**src/rtl/lpif_rx_state_ctrl.sv**
```systemverilog
// LPIF receive-side state controller: LPIF state status, RX datapath gating and flush/EDB pulses.
// Optional handshake timeout enabled by defining LPIF_RX_CTRL_TIMEOUT_EN.
module lpif_rx_state_ctrl #(
    parameter int TIMEOUT_CYCLES = 1000
) (
    input  logic       clk,
    input  logic       reset,
    input  logic       link_up,
    input  logic       ltssm_recovery,
    input  logic [3:0] lp_state_req,
    input  logic       lp_linkerror,
    input  logic       rx_pkt_open,
    output logic [3:0] pl_state_sts,
    output logic       rx_dp_en,
    output logic       rx_dp_flush,
    output logic       rx_force_edb,
    output logic       ltssm_force_detect,
    output logic       pl_trainerror
);

    typedef enum logic [3:0] {
        ST_RESET     = 4'h0,
        ST_ACTIVE    = 4'h1,
        ST_LINKERROR = 4'hA,
        ST_RETRAIN   = 4'hB
    } state_t;

    if (TIMEOUT_CYCLES < 1 || TIMEOUT_CYCLES > 65535) begin : g_bad_timeout
        $error("TIMEOUT_CYCLES must be in 1..65535");
    end

    state_t state;
    state_t state_nxt;
    logic   timeout_hit;
    logic   leave_active;
    logic   dp_en_q;
    logic   flush_q;
    logic   edb_q;
    logic   detect_q;
    logic   dp_en_nxt;
    logic   flush_nxt;
    logic   edb_nxt;
    logic   detect_nxt;

    always_comb begin
        state_nxt = state;
        if (lp_linkerror) begin
            state_nxt = ST_LINKERROR;
        end else begin
            unique case (state)
                ST_RESET: begin
                    if (link_up && lp_state_req == 4'h1)
                        state_nxt = ST_ACTIVE;
                end
                ST_ACTIVE: begin
                    if (!link_up)
                        state_nxt = ST_RESET;
                    else if (ltssm_recovery)
                        state_nxt = ST_RETRAIN;
                end
                ST_RETRAIN: begin
                    if (timeout_hit)
                        state_nxt = ST_LINKERROR;
                    else if (!link_up)
                        state_nxt = ST_RESET;
                    else if (!ltssm_recovery)
                        state_nxt = ST_ACTIVE;
                end
                ST_LINKERROR: begin
                    if (lp_state_req == 4'h0)
                        state_nxt = ST_RESET;
                end
                default: state_nxt = ST_RESET;
            endcase
        end
    end

    // Outputs are derived from the next state so they land on the transition edge.
    always_comb begin
        leave_active = (state == ST_ACTIVE) && (state_nxt != ST_ACTIVE);
        dp_en_nxt    = (state_nxt == ST_ACTIVE);
        flush_nxt    = leave_active;
        edb_nxt      = leave_active && rx_pkt_open;
        detect_nxt   = (state_nxt == ST_LINKERROR);
    end

    always_ff @(posedge clk or posedge reset) begin
        if (reset) begin
            state    <= ST_RESET;
            dp_en_q  <= 1'b0;
            flush_q  <= 1'b0;
            edb_q    <= 1'b0;
            detect_q <= 1'b0;
        end else begin
            state    <= state_nxt;
            dp_en_q  <= dp_en_nxt;
            flush_q  <= flush_nxt;
            edb_q    <= edb_nxt;
            detect_q <= detect_nxt;
        end
    end

    assign pl_state_sts       = state;
    assign rx_dp_en           = dp_en_q;
    assign rx_dp_flush        = flush_q;
    assign rx_force_edb       = edb_q;
    assign ltssm_force_detect = detect_q;

`ifdef LPIF_RX_CTRL_TIMEOUT_EN
    localparam logic [15:0] TMO = 16'(TIMEOUT_CYCLES);

    logic [15:0] timer;
    logic [15:0] timer_nxt;
    logic        count_en;
    logic        trainerror_q;
    logic        trainerror_nxt;

    always_comb begin
        count_en = ((state == ST_RESET) && link_up && (lp_state_req != 4'h1))
                 || (state == ST_RETRAIN);
        // The cycle whose count reaches TMO is the one that forces the exit.
        timeout_hit = (state == ST_RETRAIN) && (timer == TMO - 16'd1);
        timer_nxt = 16'd0;
        if (count_en && state_nxt == state) begin
            if (timer != TMO)
                timer_nxt = timer + 16'd1;
            else
                timer_nxt = timer;
        end
        trainerror_nxt = (state_nxt == ST_RESET)
                       && (trainerror_q || timer_nxt == TMO);
    end

    always_ff @(posedge clk or posedge reset) begin
        if (reset) begin
            timer        <= 16'd0;
            trainerror_q <= 1'b0;
        end else begin
            timer        <= timer_nxt;
            trainerror_q <= trainerror_nxt;
        end
    end

    assign pl_trainerror = trainerror_q;
`else
    assign timeout_hit   = 1'b0;
    assign pl_trainerror = 1'b0;
`endif

endmodule

```
**config.mk**
```make
export PLATFORM = sky130hd
export DESIGN_NAME = lpif_rx_state_ctrl
export DESIGN_NICKNAME = d
export VERILOG_FILES = /design/src/rtl/lpif_rx_state_ctrl.sv
export SDC_FILE = /design/constraint.sdc
export NUM_CORES = 1
export LEC_CHECK = 0
export ABC_AREA = 1
export CELL_PAD_IN_SITES_DETAIL_PLACEMENT = 1
export CELL_PAD_IN_SITES_GLOBAL_PLACEMENT = 1
export CORE_MARGIN = 1.5
export CORE_UTILIZATION = 28
export DETAILED_ROUTE_END_ITERATION = 10
export GPL_ROUTABILITY_DRIVEN = 0
export HOLD_SLACK_MARGIN = 0.08
export PLACE_DENSITY = 0.78
export SETUP_SLACK_MARGIN = 0.15
export SYNTH_ARGS = -nofsm -noshare
export SYNTH_HDL_FRONTEND = slang
export SYNTH_SLANG_ARGS = --single-unit
```
**constraint.sdc**
```tcl
create_clock -name clk -period 1.8 [get_ports clk]
set_clock_uncertainty 0.05 [all_clocks]
set_input_delay 0.45 -clock clk [delete_from_list [all_inputs] [get_ports clk]]
set_output_delay 0.45 -clock clk [all_outputs]
set_load 0.01 [all_outputs]
```
# == Word-level counts from Yosys, hierarchy flattened ==
# Index checks and enable logic that the tools add are counted.
# classes
eq_ne,7
mux,8
reduce_logical,5
# op_table
op,count
$mux W4,7
$pmux W4 S4,1
$eq A4 B1 Y1 const B,3
$eq A4 B4 Y1 const B,3
$logic_not A4 Y1,2
$ne A4 B1 Y1 const B,1
$logic_and A1 B1 Y1,3
# totals
register_bits,8
input_bits,10
out_inout_bits,9
elab_cells,25

# == Logic depth before layout (Yosys ltp) ==
# Gate-level depths: netlist (run 1).
# depth
depth_word,8
ltp_mapped,9
depth_no_buf,9

# == Worst setup path before layout (run 1) ==
# OpenSTA, ideal clock, no wires.
# synth_timing
path_type,register -> register
from,register state[1] (netlist: pl_state_sts[1])
to,register edb_q (netlist: rx_force_edb)
setup_time_ns,0.114
arrival_time_ns,1.004
t_required_ns,1.636
slack_ns,0.633
stages_incl_launch_ff,9
path_buffers,0
synth_period_minus_slack_ns,1.167
path_cell_list,dfrtp_1 -> inv_2 -> nand2_1 -> nor2_1 -> nand2_1 -> a21oi_4 -> nand2_2 -> nand2_2 -> nor2_1
# synth_via
elab_cells_between_ends,15
cone_classes,eq/ne (4); mux (8); reduce/logical (3)
# synth_lines
item,line,source
from (decl),32,state_t state;
from (signal assigned),95,state <= state_nxt;
"$eq A4 B4 Y1, or another cell as far along",50,unique case (state)
$pmux W4 S4 (*),50,
$mux W4 (*),47,if (lp_linkerror) begin
net state_nxt[0],33,state_t state_nxt;
$ne A4 B1 Y1 (*),80,leave_active = (state == ST_ACTIVE) && (state_nxt != ST_ACTIVE);
$logic_and A1 B1 Y1 (*),80,
$logic_and A1 B1 Y1 (*),83,edb_nxt = leave_active && rx_pkt_open;
net edb_nxt,42,logic edb_nxt;
to (signal assigned),98,edb_q <= edb_nxt;
to (decl),38,logic edb_q;
# The timed path passes the listed nets; every way through them passes the cells marked *.

# == Worst setup path after layout (run 1) ==
# layout_timing
from,register edb_q (netlist: rx_force_edb)
to,output port rx_force_edb
# layout_lines
item,line,source
to (decl),16,"output logic rx_force_edb,"
# No word-level cell between the ends.

==> results of run 1 <==
Yosys cell counts:
| cell | instances | area (um2) |
|---|---|---|
| o21ai_0 | 1 | 5.00 |
| nand2_1 | 13 | 48.8 |
| buf_4 | 1 | 7.51 |
| dfrtp_1 | 8 | 200 |
| nand3_1 | 2 | 10.0 |
| a21oi_4 | 1 | 16.3 |
| nor2_2 | 2 | 12.5 |
| inv_1 | 14 | 52.6 |
| nor2_1 | 11 | 41.3 |
| inv_2 | 3 | 11.3 |
| conb_1 | 1 | 3.75 |
| nand2_2 | 3 | 18.8 |
routing by layer:
layer / global-route usage / vias to the layer above / wire length [um]
li1: - / 211 / -
met1: 0.143 / 175 / 393
met2: 0.241 / 12 / 582
met3: 0.0431 / 0 / 51
met4: 0.0375 / 0 / 0
met5: 0 / - / 0
layout make-up:
cell class / count / area, um2 / share of cell area
Clock buffer: 3 / 22.5 / 0.0341
Sequential cell: 8 / 200 / 0.303
Inverter: 17 / 63.8 / 0.0966
Tap cell: 15 / 18.8 / 0.0284
Timing Repair Buffer: 20 / 195 / 0.295
Multi-Input combinational cell: 35 / 160 / 0.242
power by group:
part           leakage, nW  internal [W]  switching, W
clock network       0.0138     0.0000760     0.0000568
registers            0.101      0.000186    0.00000324
logic                0.273     0.0000387     0.0000343
total                0.388      0.000301     0.0000944
worst paths after layout:
| kind | to | from | slack (ns) |
|---|---|---|---|
| setup / recovery | rx_force_edb | rx_force_edb$_DFF_PP0_ | 0.20 |
| hold / removal | pl_state_sts[0]$_DFF_PP0_ | reset | 0.40 |
| setup reg to reg | rx_dp_flush$_DFF_PP0_ | pl_state_sts[3]$_DFF_PP0_ | 0.44 |
| hold reg to reg | pl_state_sts[0]$_DFF_PP0_ | pl_state_sts[2]$_DFF_PP0_ | 0.65 |
| max in group asynchronous | rx_dp_en$_DFF_PP0_ | reset | 1.07 |
| min in group clk | pl_state_sts[0]$_DFF_PP0_ | pl_state_sts[2]$_DFF_PP0_ | 0.65 |
stage by stage:
step | instances | hold WS [ns]
detailed placement | 92 | 0.570
global route | 98 | 0.424
finish | 98 | 0.400
floorplan | 61 | 0.216
CTS | 98 | 0.401
global placement | 92 | 0.551
worst reg2reg max path, delay by kind of cell, from the launching register on:
kind	cells	cell delay, ns
simple gates	6	0.47
flops	1	0.38
buf+inv	2	0.19
compound gates	1	0.15
kinds of logic after synthesis:
kind of cell / share of synthesized area
AOI/OAI and AO/OA: 0.0497
and+or+nand+nor: 0.307
other: 0.00876
buffers and inverters: 0.167
DFF: 0.468
sequential cells by signal, indices dropped and copies added, names as in the netlist:
name and count:
rx_dp_flush 1, ltssm_force_detect 1, pl_state_sts 4, rx_dp_en 1, rx_force_edb 1
timing repair:
action,4_1_cts,5_1_grt
pin swaps,0,0
hold endpoints to repair,0,0
setup endpoints to repair,4,2
buffers inserted,3,0
gates resized for setup,2,2
==> results_dict.tcl, run 1 <==
set metrics [dict create \
    hold_buffers 0 \
    antenna_cells 0 \
    numCtsBuffers 3 \
    fin_area_um2 661 \
    setup_viol 0 \
    antenna_found_initial 0 \
    routedWlPerCell_um 10.5 \
    cp_top_family "buffers and inverters" \
    worst-path-buf-inv 1 \
    hold_path.class "input port to asynchronous set/reset pin" \
    irDropWorstVdd_v 0.000356 \
    portBuffers 17 \
    dieArea_um2 1770 \
    dpl-instance-area_um2 613 \
    grt_usage 0.131 \
    max_freq_ghz 0.626 \
    grt_pass1_wl_um 1730 \
    cp_slowest_cell "clkdlybuf4s50_1" \
    p_leak_nw 0.388 \
    fp.dieH_um 42.1 \
    end_kind "primary output" \
    clk_pin_slew_ns 0.05 \
    postSynthAreaPerCell_um2 7.13 \
    rsz0062_at_grt "false" \
    startpoint_type "flip-flop" \
    num_vias 398 \
    tns_ns 0 \
    cts_max_path_buffers 2 \
    outcome "finished clean" \
    cp_num_cells 1 \
    grt-ovfl-total 0 \
    layout_worst_path_cycle_share 0.888 \
    cts_tree "yes" \
    pre_cts_slack_ns 0.0625 \
    synth_area_um2 428 \
    worst_slack_ns 0.202 \
    crit_type "flip-flop to primary output" \
    crit_chain "clkdlybuf4s50_1" \
    final_cell_mix "inv_1, nand2_1, clkdlybuf4s50_1, nor2_1, dfrtp_1" \
    ios 19 \
    grt_max_degree 9 \
    arrival_ns 1.10 \
    row_count 13 \
    critical-path-max-stage-delay_ns 0.53 \
    maxCapViolations 0 \
    drive_gt1_frac 0.181 \
    wl_um 1030 \
    fin_util 0.484 \
    nets 95 \
    drtPass1Iterations 1 \
    layout_commonest_cell "inv_1" \
    period_needed_ns 1.60 \
    finalPower_w 0.000395 \
    dp_hpwl_um 797 \
    crit_fanout 1 \
    start_util 0.313 \
    cts-root-buf "clkbuf_4" \
    n_fill_cell 188 \
    syn_to_final_growth_pct 54.4 \
    insertion_delay_ns 0.25 \
    cts.sinks 8 \
    synth-seq-cells 8 \
    die_w_um 42.1 \
    powerDensity_nw_per_um2 598 \
    synthesis.instances 60 \
    slew_violations 0 \
    r2r_cells 9 \
    grt_pass1_vias 404 \
    htreeDepth 1 \
    yosysSeqAreaShare 0.468 \
    drc_errors 0 \
    via_per_inst 4.06 \
    ys_types 12 \
    synth-warning-count 0 \
    drtIter0Drc 0 \
    final_antenna_net_count 0 \
    hold_viol_final 0 \
    cp.required_ns 1.30 \
    core_area_um2 1370 \
]
Note: power is estimated with default switching activity, not from simulation.
==> inputs of run 2 (changes only) <==
--- a/config.mk
+++ b/config.mk
@@ -6,6 +6,7 @@
 export NUM_CORES = 1
 export LEC_CHECK = 0
 export ABC_AREA = 1
+export CAP_MARGIN = 20
 export CELL_PAD_IN_SITES_DETAIL_PLACEMENT = 1
 export CELL_PAD_IN_SITES_GLOBAL_PLACEMENT = 1
 export CORE_MARGIN = 1.5
@@ -15,6 +16,7 @@
 export HOLD_SLACK_MARGIN = 0.08
 export PLACE_DENSITY = 0.78
 export SETUP_SLACK_MARGIN = 0.15
+export SKIP_LAST_GASP = 1
 export SYNTH_ARGS = -nofsm -noshare
 export SYNTH_HDL_FRONTEND = slang
 export SYNTH_SLANG_ARGS = --single-unit
==> results of run 2 <==
The final DEF is identical to that of run 1; final timing and power are the same.
==> inputs of run 3 (changes only) <==
--- a/config.mk
+++ b/config.mk
@@ -10,11 +10,11 @@
 export CELL_PAD_IN_SITES_DETAIL_PLACEMENT = 1
 export CELL_PAD_IN_SITES_GLOBAL_PLACEMENT = 1
 export CORE_MARGIN = 1.5
-export CORE_UTILIZATION = 28
+export CORE_UTILIZATION = 26
 export DETAILED_ROUTE_END_ITERATION = 10
 export GPL_ROUTABILITY_DRIVEN = 0
 export HOLD_SLACK_MARGIN = 0.08
-export PLACE_DENSITY = 0.78
+export PLACE_DENSITY = 0.73
 export SETUP_SLACK_MARGIN = 0.15
 export SKIP_LAST_GASP = 1
 export SYNTH_ARGS = -nofsm -noshare
==> constraint.sdc (replaced) <==
create_clock -name clk -period 1.5 [get_ports clk]
set_clock_uncertainty 0.05 [all_clocks]
set_input_delay 0.375 -clock clk [delete_from_list [all_inputs] [get_ports clk]]
set_output_delay 0.375 -clock clk [all_outputs]
set_load 0.01 [all_outputs]
==> run 3 against run 2 <==
Register-to-register slack worse by 0.25 ns. Clock power up 28%. Cell count up 3.1%. Highest routed layer is now met4. Die area up 7.2%. Critical path depth unchanged. Worst setup slack worse by 0.046 ns. Sequential cell count unchanged. Critical path type unchanged.
==> results_dict.tcl, run 3 (synthesis gave the netlist of run 1 again) <==
set metrics [dict create \
    outcome "finished clean" \
    grt_pass1_vias 451 \
    drtPass1Iterations 4 \
    core_area_um2 1520 \
    finalPower_w 0.000486 \
    dieArea_um2 1900 \
    powerDensity_nw_per_um2 711 \
    startpoint_type "flip-flop" \
    end_kind "primary output" \
    final_antenna_net_count 0 \
    slew_violations 0 \
    rsz0062_at_grt "true" \
    use_met1 0.120 \
    hold_path.class "input port to asynchronous set/reset pin" \
    die_w_um 43.6 \
    irDropWorstVdd_v 0.000386 \
    crit_fanout 5 \
    drc_errors 0 \
    maxCapViolations 0 \
    htreeDepth 1 \
    routedWlPerCell_um 10.7 \
    clk_pin_slew_ns 0.06 \
    antenna_found_initial 0 \
    crit_chain "clkdlybuf4s15_1" \
    max_freq_ghz 0.744 \
    antenna_cells 0 \
    pre_cts_slack_ns -0.144 \
    largest_reg_flops 4 \
    setup_viol 0 \
    drive_gt1_frac 0.247 \
    ios 19 \
    portBuffers 17 \
    via_per_inst 4.25 \
    fp.dieH_um 43.6 \
    globalRouteMet2Util 0.253 \
    syn_to_final_growth_pct 59.6 \
    nets 97 \
    fin_area_um2 683 \
    numCtsBuffers 3 \
    period_needed_ns 1.34 \
    arrival_ns 0.92 \
    start_util 0.281 \
    cts_tree "yes" \
    insertion_delay_ns 0.25 \
    layout_commonest_cell "inv_1" \
    layout_worst_path_cycle_share 0.896 \
    worst-path-buf-inv 1 \
    cts-root-buf "clkbuf_4" \
    crit_type "flip-flop to primary output" \
    worst_slack_ns 0.157 \
    tns_ns 0 \
    grtUsageMet3 0.0208 \
    hold_buffers 0 \
    grt-ovfl-total 0 \
    grt_pass1_wl_um 1750 \
    critical-path-max-stage-delay_ns 0.40 \
    dp_hpwl_um 884 \
    hold_viol_final 0 \
    cts_max_path_buffers 2 \
    final_cell_mix "inv_1, nor2_1, nand2_1, dfrtp_1, dlygate4sd2_1" \
    cp_slowest_cell "dfrtp_1" \
    drtIter0Drc 1 \
    grt_usage 0.126 \
    busiest_layer "met2" \
    row_count 14 \
    p_leak_nw 0.399 \
    num_vias 429 \
    cp.required_ns 1.07 \
    wl_um 1080 \
    cp_top_family "flip-flops" \
    grt_max_degree 9 \
    cts.sinks 8 \
    dpl-instance-area_um2 637 \
]
## run 3: worst register-to-register path, cell delays in order, from the launching register on
cell and delay (ns):
dfrtp_1 0.40, buf_6 0.14, inv_4 0.05, nand2_2 0.04, nor2_1 0.09, nand2_1 0.09
a21oi_4 0.16, nand2_2 0.08, nand2_2 0.07, nor2_1 0.04
## run 3: metrics by stage
step	hold WS, ns	utilization	std cells
6_report	0.320	0.448	101
4_1_cts	0.332	0.438	101
3_5_place_dp	0.605	0.418	96
3_3_place_gp	0.581	0.418	96
5_1_grt	0.345	0.448	101
2_1_floorplan	0.141	-	61
## run 3: timing repair
item                                    4_1_cts  5_1_grt
gates resized for setup                      16       10
pin swaps                                     3       10
setup buffers                                 2        0
endpoints found under the setup margin       13        9
## run 3: area by class of cell
class	count	area (um2)
fill	193	841
timing repair buffer	22	201
sequential	8	200
multi-input combinational	35	170
inverter	17	68.8
clock buffer	3	22.5
tap	16	20.0
## run 3: worst paths after layout
kind / from / endpoint / slack (ns) / cells past startpoint
setup / recovery: pl_state_sts[3]$_DFF_PP0_ / pl_state_sts[3] / 0.16 / 1
hold / removal: reset / pl_state_sts[1]$_DFF_PP0_ / 0.32 / 2
setup reg to reg: pl_state_sts[1]$_DFF_PP0_ / rx_force_edb$_DFF_PP0_ / 0.19 / 9
hold reg to reg: pl_state_sts[2]$_DFF_PP0_ / rx_dp_flush$_DFF_PP0_ / 0.70 / 5
max in group asynchronous: reset / rx_force_edb$_DFF_PP0_ / 0.84 / 2
min in group clk: rx_pkt_open / rx_force_edb$_DFF_PP0_ / 0.58 / 3
## run 3: metal layers
layer,part of all wire,routed length [um]
met5,0,0
met2,0.55,594
met3,0.055,60
met1,0.38,410
met4,0.016,17
## run 3: where the power goes
group | switching, W | internal (W)
registers | 0.00000590 | 0.000223
logic | 0.0000437 | 0.0000428
clock network | 0.0000784 | 0.0000919
